### src/rtl/systolic_feeder_4x4.sv
// Feeder for the 4x4 systolic multiplier: buffers A then B from a word stream and drives skewed edge feeds.
// Optional FEEDER_OPCNT_EN adds a 16-bit completed-operation counter output (op_count).

module systolic_feeder_lane #(
  parameter int DATA_W = 32,
  parameter int LANE   = 0
) (
  input  logic [3:0][DATA_W-1:0] vec,
  input  logic [2:0]             t,
  output logic [DATA_W-1:0]      feed
);
  logic [3:0] k;

  // Lane LANE is delayed by LANE cycles; element k=t-LANE is live for k in 0..3.
  always_comb begin
    feed = '0;
    k    = {1'b0, t} - 4'(LANE);
    if (({1'b0, t} >= 4'(LANE)) && (k <= 4'd3)) feed = vec[k[1:0]];
  end
endmodule

module systolic_feeder_4x4 #(
  parameter int DATA_W       = 32,
  parameter int DRAIN_CYCLES = 7
) (
  input  logic              clk,
  input  logic              rst,
  input  logic [DATA_W-1:0] s_data,
  input  logic              s_valid,
  output logic              s_ready,
  output logic [DATA_W-1:0] a_0,
  output logic [DATA_W-1:0] a_1,
  output logic [DATA_W-1:0] a_2,
  output logic [DATA_W-1:0] a_3,
  output logic [DATA_W-1:0] b_0,
  output logic [DATA_W-1:0] b_1,
  output logic [DATA_W-1:0] b_2,
  output logic [DATA_W-1:0] b_3,
  output logic              flag,
  output logic              busy,
  output logic              done
`ifdef FEEDER_OPCNT_EN
  ,
  output logic [15:0]       op_count
`endif
);
  localparam int NUM_LANES = 4;
  localparam int DCW       = (DRAIN_CYCLES > 1) ? $clog2(DRAIN_CYCLES) : 1;

  typedef enum logic [1:0] {LOAD, FEED, DRAIN, DONE} state_t;

  state_t     state;
  logic [4:0] wcnt;
  logic [2:0] t;
  logic [DCW-1:0] dcnt;

  logic [NUM_LANES-1:0][NUM_LANES-1:0][DATA_W-1:0] mat_a, mat_b, col_b;
  logic [NUM_LANES-1:0][DATA_W-1:0] a_raw, b_raw, a_q, b_q;

  logic       accept, last_word, feed_en;
  logic [2:0] t_nxt;

  assign accept    = s_valid && s_ready;
  assign last_word = accept && (wcnt == 5'd31);
  // Outputs are registered, so the feed for step t is computed one cycle early.
  assign feed_en   = last_word || ((state == FEED) && (t != 3'd6));
  assign t_nxt     = (state == FEED) ? t + 3'd1 : 3'd0;

  for (genvar g = 0; g < NUM_LANES; g++) begin : g_lane
    for (genvar r = 0; r < NUM_LANES; r++) begin : g_tr
      assign col_b[g][r] = mat_b[r][g];
    end
    systolic_feeder_lane #(.DATA_W(DATA_W), .LANE(g)) u_b (
      .vec (mat_a[g]),
      .t   (t_nxt),
      .feed(b_raw[g])
    );
    systolic_feeder_lane #(.DATA_W(DATA_W), .LANE(g)) u_a (
      .vec (col_b[g]),
      .t   (t_nxt),
      .feed(a_raw[g])
    );
  end

  always_ff @(posedge clk) begin
    if (accept) begin
      if (!wcnt[4]) mat_a[wcnt[3:2]][wcnt[1:0]] <= s_data;
      else          mat_b[wcnt[3:2]][wcnt[1:0]] <= s_data;
    end
  end

  always_ff @(posedge clk or negedge rst) begin
    if (!rst) begin
      state   <= LOAD;
      wcnt    <= '0;
      t       <= '0;
      dcnt    <= '0;
      s_ready <= 1'b1;
      flag    <= 1'b0;
      busy    <= 1'b0;
      done    <= 1'b0;
      a_q     <= '0;
      b_q     <= '0;
    end else begin
      a_q <= feed_en ? a_raw : '0;
      b_q <= feed_en ? b_raw : '0;
      case (state)
        LOAD: begin
          if (last_word) begin
            state   <= FEED;
            t       <= '0;
            s_ready <= 1'b0;
            flag    <= 1'b1;
            busy    <= 1'b1;
          end else if (accept) begin
            wcnt <= wcnt + 5'd1;
          end
        end
        FEED: begin
          if (t == 3'd6) begin
            state <= DRAIN;
            dcnt  <= '0;
          end else begin
            t <= t + 3'd1;
          end
        end
        DRAIN: begin
          if (dcnt == DCW'(DRAIN_CYCLES - 1)) begin
            state <= DONE;
            flag  <= 1'b0;
            done  <= 1'b1;
          end else begin
            dcnt <= dcnt + 1'b1;
          end
        end
        DONE: begin
          state   <= LOAD;
          wcnt    <= '0;
          done    <= 1'b0;
          busy    <= 1'b0;
          s_ready <= 1'b1;
        end
        default: state <= LOAD;
      endcase
    end
  end

`ifdef FEEDER_OPCNT_EN
  always_ff @(posedge clk or negedge rst) begin
    if (!rst)               op_count <= '0;
    else if (state == DONE) op_count <= op_count + 16'd1;
  end
`endif

  assign a_0 = a_q[0];
  assign a_1 = a_q[1];
  assign a_2 = a_q[2];
  assign a_3 = a_q[3];
  assign b_0 = b_q[0];
  assign b_1 = b_q[1];
  assign b_2 = b_q[2];
  assign b_3 = b_q[3];
endmodule

### config.mk
export PLATFORM = sky130hd
export DESIGN_NAME = systolic_feeder_4x4
export DESIGN_NICKNAME = d
export VERILOG_FILES = /design/src/rtl/systolic_feeder_4x4.sv
export SDC_FILE = /design/constraint.sdc
export NUM_CORES = 1
export LEC_CHECK = 0
export CORE_ASPECT_RATIO = 1.5
export CORE_MARGIN = 2
export CORE_UTILIZATION = 50
export CTS_BUF_LIST = sky130_fd_sc_hd__clkbuf_2 sky130_fd_sc_hd__clkbuf_4 sky130_fd_sc_hd__clkbuf_8
export DETAILED_ROUTE_END_ITERATION = 12
export PLACE_DENSITY = 0.69
export SETUP_SLACK_MARGIN = 0.2
export SLEW_MARGIN = 20
export SYNTH_ARGS = -nofsm -noshare
export SYNTH_HDL_FRONTEND = slang
export SYNTH_SLANG_ARGS = --single-unit
### constraint.sdc
create_clock -name clk -period 7.9 [get_ports clk]
set_input_delay 1.975 -clock clk [delete_from_list [all_inputs] [get_ports clk]]
set_output_delay 1.975 -clock clk [all_outputs]
set_load 0.01 [all_outputs]
==> flow_summary.json <==
{
  "start_kind": "flip-flop",
  "synthDistinctLibCells": 50,
  "fin_crit_ps": 4270,
  "layout_common_cells": "edfxtp_1 (1024), clkdlybuf4s50_1 (293), dfrtp_1 (271)",
  "synthFlopType": "edfxtp_1",
  "min_path_cells": 2,
  "fp.dieW_um": 253,
  "cts_resized": 0,
  "drive_above_1_share_pct": 24.9,
  "finClkSkew_ps": 32.6,
  "routed_via_density": 5.92,
  "wl_per_cell_um": 27.6,
  "synthesis.nets": 2300,
  "gp_congestion": 0.814,
  "first_global_vias": 24822,
  "crit_fanout": 84,
  "portBuffers": 294,
  "finalPower_mw": 18.0,
  "clockBufferDepth": 3,
  "max_stage_delay_ps": 850,
  "grt_overflow": 0,
  "synthTopCellsByArea": "edfxtp_1 (66%), dfrtp_1 (15%), mux4_2 (6.2%), mux2_2 (3.1%), a222oi_1 (2.8%)",
  "synth_top_area_share_pct": 66.1,
  "drc_errors": 0,
  "row_count": 137,
  "fmax_ghz": 0.234,
  "final-hold-violation-count": 0,
  "initial_utilization_pct": 50.2,
  "design.core.area_mm2": 0.0926,
  "powerDensity_mw_per_mm2": 327,
  "critical-path-top-delay-family": "buffers and inverters",
  "dr_total_vias": 23659,
  "cts_tree": "yes",
  "fin_crit_sh_pct": 54.1,
  "hold_path.class": "flip-flop to flip-flop",
  "clkTransAtPathRegs_ps": 70,
  "io_pins": 295,
  "min_to": "b_0[29]",
  "worst_ep_required_time_ps": 8560,
  "ys_seq_area_share_pct": 80.8,
  "syn-cell-area_mm2": 0.0465,
  "r2r_slack_ps": 3630,
  "filler_cell_count": 6625,
  "worst_pin_slew_ps": 1150,
  "endpoint_kind": "flip-flop",
  "place_inst": 3661,
  "synthToLayoutAreaGrowth_pct": 18.7,
  "setup_viol": 0,
  "maxSlewHeadroom_pct": 23.6,
  "p_leak_nw": 18.9,
  "yosysWarnings": 0,
  "slowest_stage": "dfrtp_4",
  "synth-edff-count": 1024,
  "ys_seq_elements": 1297,
  "cap_violations": 0,
  "final_nets": 2717,
  "avgSynthCellArea_um2": 20.7,
  "stdcell_area_mm2": 0.0552,
  "clk_latency_ps": 860,
  "synthCells": 2243,
  "r2r_start": "t[0]",
  "reg2reg_depth": 11,
  "status": "finished, final reports clean",
  "tns_ps": 0,
  "crit_path_cell_trace": "inv_1 > ha_1 > nor2b_4 > buf_4 > ha_1 > inv_1 > ha_1 > and3b_1 > o221ai_4 > buf_4 > nor2b_1",
  "dr.pass1.iters": 9,
  "ir_drop_uv": 409,
  "yosysTopAreaCell": "edfxtp_1",
  "cts_buffers": 177,
  "placed_area_mm2": 0.0511,
  "rsz0062_at_grt": "no",
  "die_h_um": 378,
  "arrival_ps": 4940,
  "antenna_found_initial": 4,
  "cts_hold_buf": 0,
  "post_cts_buffers": 0,
  "ant_nets": 0,
  "final_common_cell": "edfxtp_1",
  "cts.sinks": 1297,
  "htreeDepth": 4,
  "drt_iter0_markers": 2793,
  "path_common_cell": "ha_1",
  "maxSlewViolCount": 0,
  "hpwl_um": 60500,
  "path_buf_inv": 4,
  "hold_start": "mat_a[61]",
  "reg2reg_to": "b_3[11]",
  "crit_type": "flip-flop to flip-flop",
  "grt_max_degree": 92,
  "async_flop_share_pct": 21.0,
  "final_cells": 3998,
  "cts_root_buf": "clkbuf_8",
  "drt_wl_total_um": 110000,
  "grt.total_usage_pct": 23.4,
  "dieArea_mm2": 0.0955,
  "grt_first_pass_wirelength_um": 161000
}
-- cell type report --
class	count	area (um^2)	share of cell area (%)
inverter	15	63.8	0.116
clock inverter	45	528	0.957
sequential	1297	37600	68.1
clock buffer	289	3540	6.41
timing repair buffer	377	3610	6.54
antenna	2	5.00	0.00907
tap	1181	1480	2.68
multi-input combinational	792	8390	15.2
-- Yosys cell counts (11+ instances only) --
master and count:
nor4_1 64, ha_1 22, inv_1 14, nor2b_1 69, nor3b_1 63, and2_1 16
mux4_2 128, mux2_2 130, nor2_1 84, dfrtp_1 272, edfxtp_1 1024, buf_2 12
clkbuf_1 102, buf_6 11, a222oi_1 128
-- tightest hold or removal path, cell delays in order (launching register included) --
cell and delay [ps]:
edfxtp_1 320, a222oi_1 80, nor2_1 80
-- kinds of logic after synthesis --
| kind of cell | synth area share (%) |
|---|---|
| simple gates | 4.25 |
| mux | 9.39 |
| xor+xnor | 0.0188 |
| fa+ha+maj | 0.592 |
| compound gates | 3.44 |
| buf+inv | 1.49 |
| flops | 80.8 |
-- metal layers --
metal | track usage (%) | routed length (um)
met1 | 31.0 | 43300
met2 | 38.8 | 55700
met3 | 4.79 | 8150
met4 | 8.00 | 3000
met5 | 0 | 0
-- power breakdown --
group	total, mW	internal [mW]	switching [mW]
registers	8.03	7.82	0.214
clock network	5.65	3.21	2.44
logic	4.36	1.86	2.50
total	18.0	12.9	5.15
-- metrics by stage --
stage          hold slack, ps  util (%)  worst slack (ps)
4_1_cts                   517      59.6              3530
2_1_floorplan             486         -              2940
3_5_place_dp              505      55.2              3450
5_1_grt                   560      59.6              3230
3_3_place_gp              518      55.2              3510
6_report                  518      59.6              3630
-- how the worst max path moves through the flow --
stage / cells past startpoint / start / end
final: 11 / t[0] / b_3[11]
after global routing: 8 / state[1] / a_3[12]
after CTS: 8 / state[1] / a_3[12]
after detailed placement: 5 / s_valid / a_2[0]
after global placement: 5 / s_valid / a_2[0]
after floorplan: 3 / s_valid / col_b[128]
-- state kept, by name (all words and copies together), names as in the netlist --
name and count:
busy 1, flag 1, mat_a 512, a_2 32, s_ready 1, b_1 32, a_1 32, wcnt 5
state 2, t 3, b_3 32, a_3 32, col_b 512, b_0 32, b_2 32, a_0 32
dcnt 3, done 1
No activity file was read; power rests on OpenSTA's default activity.
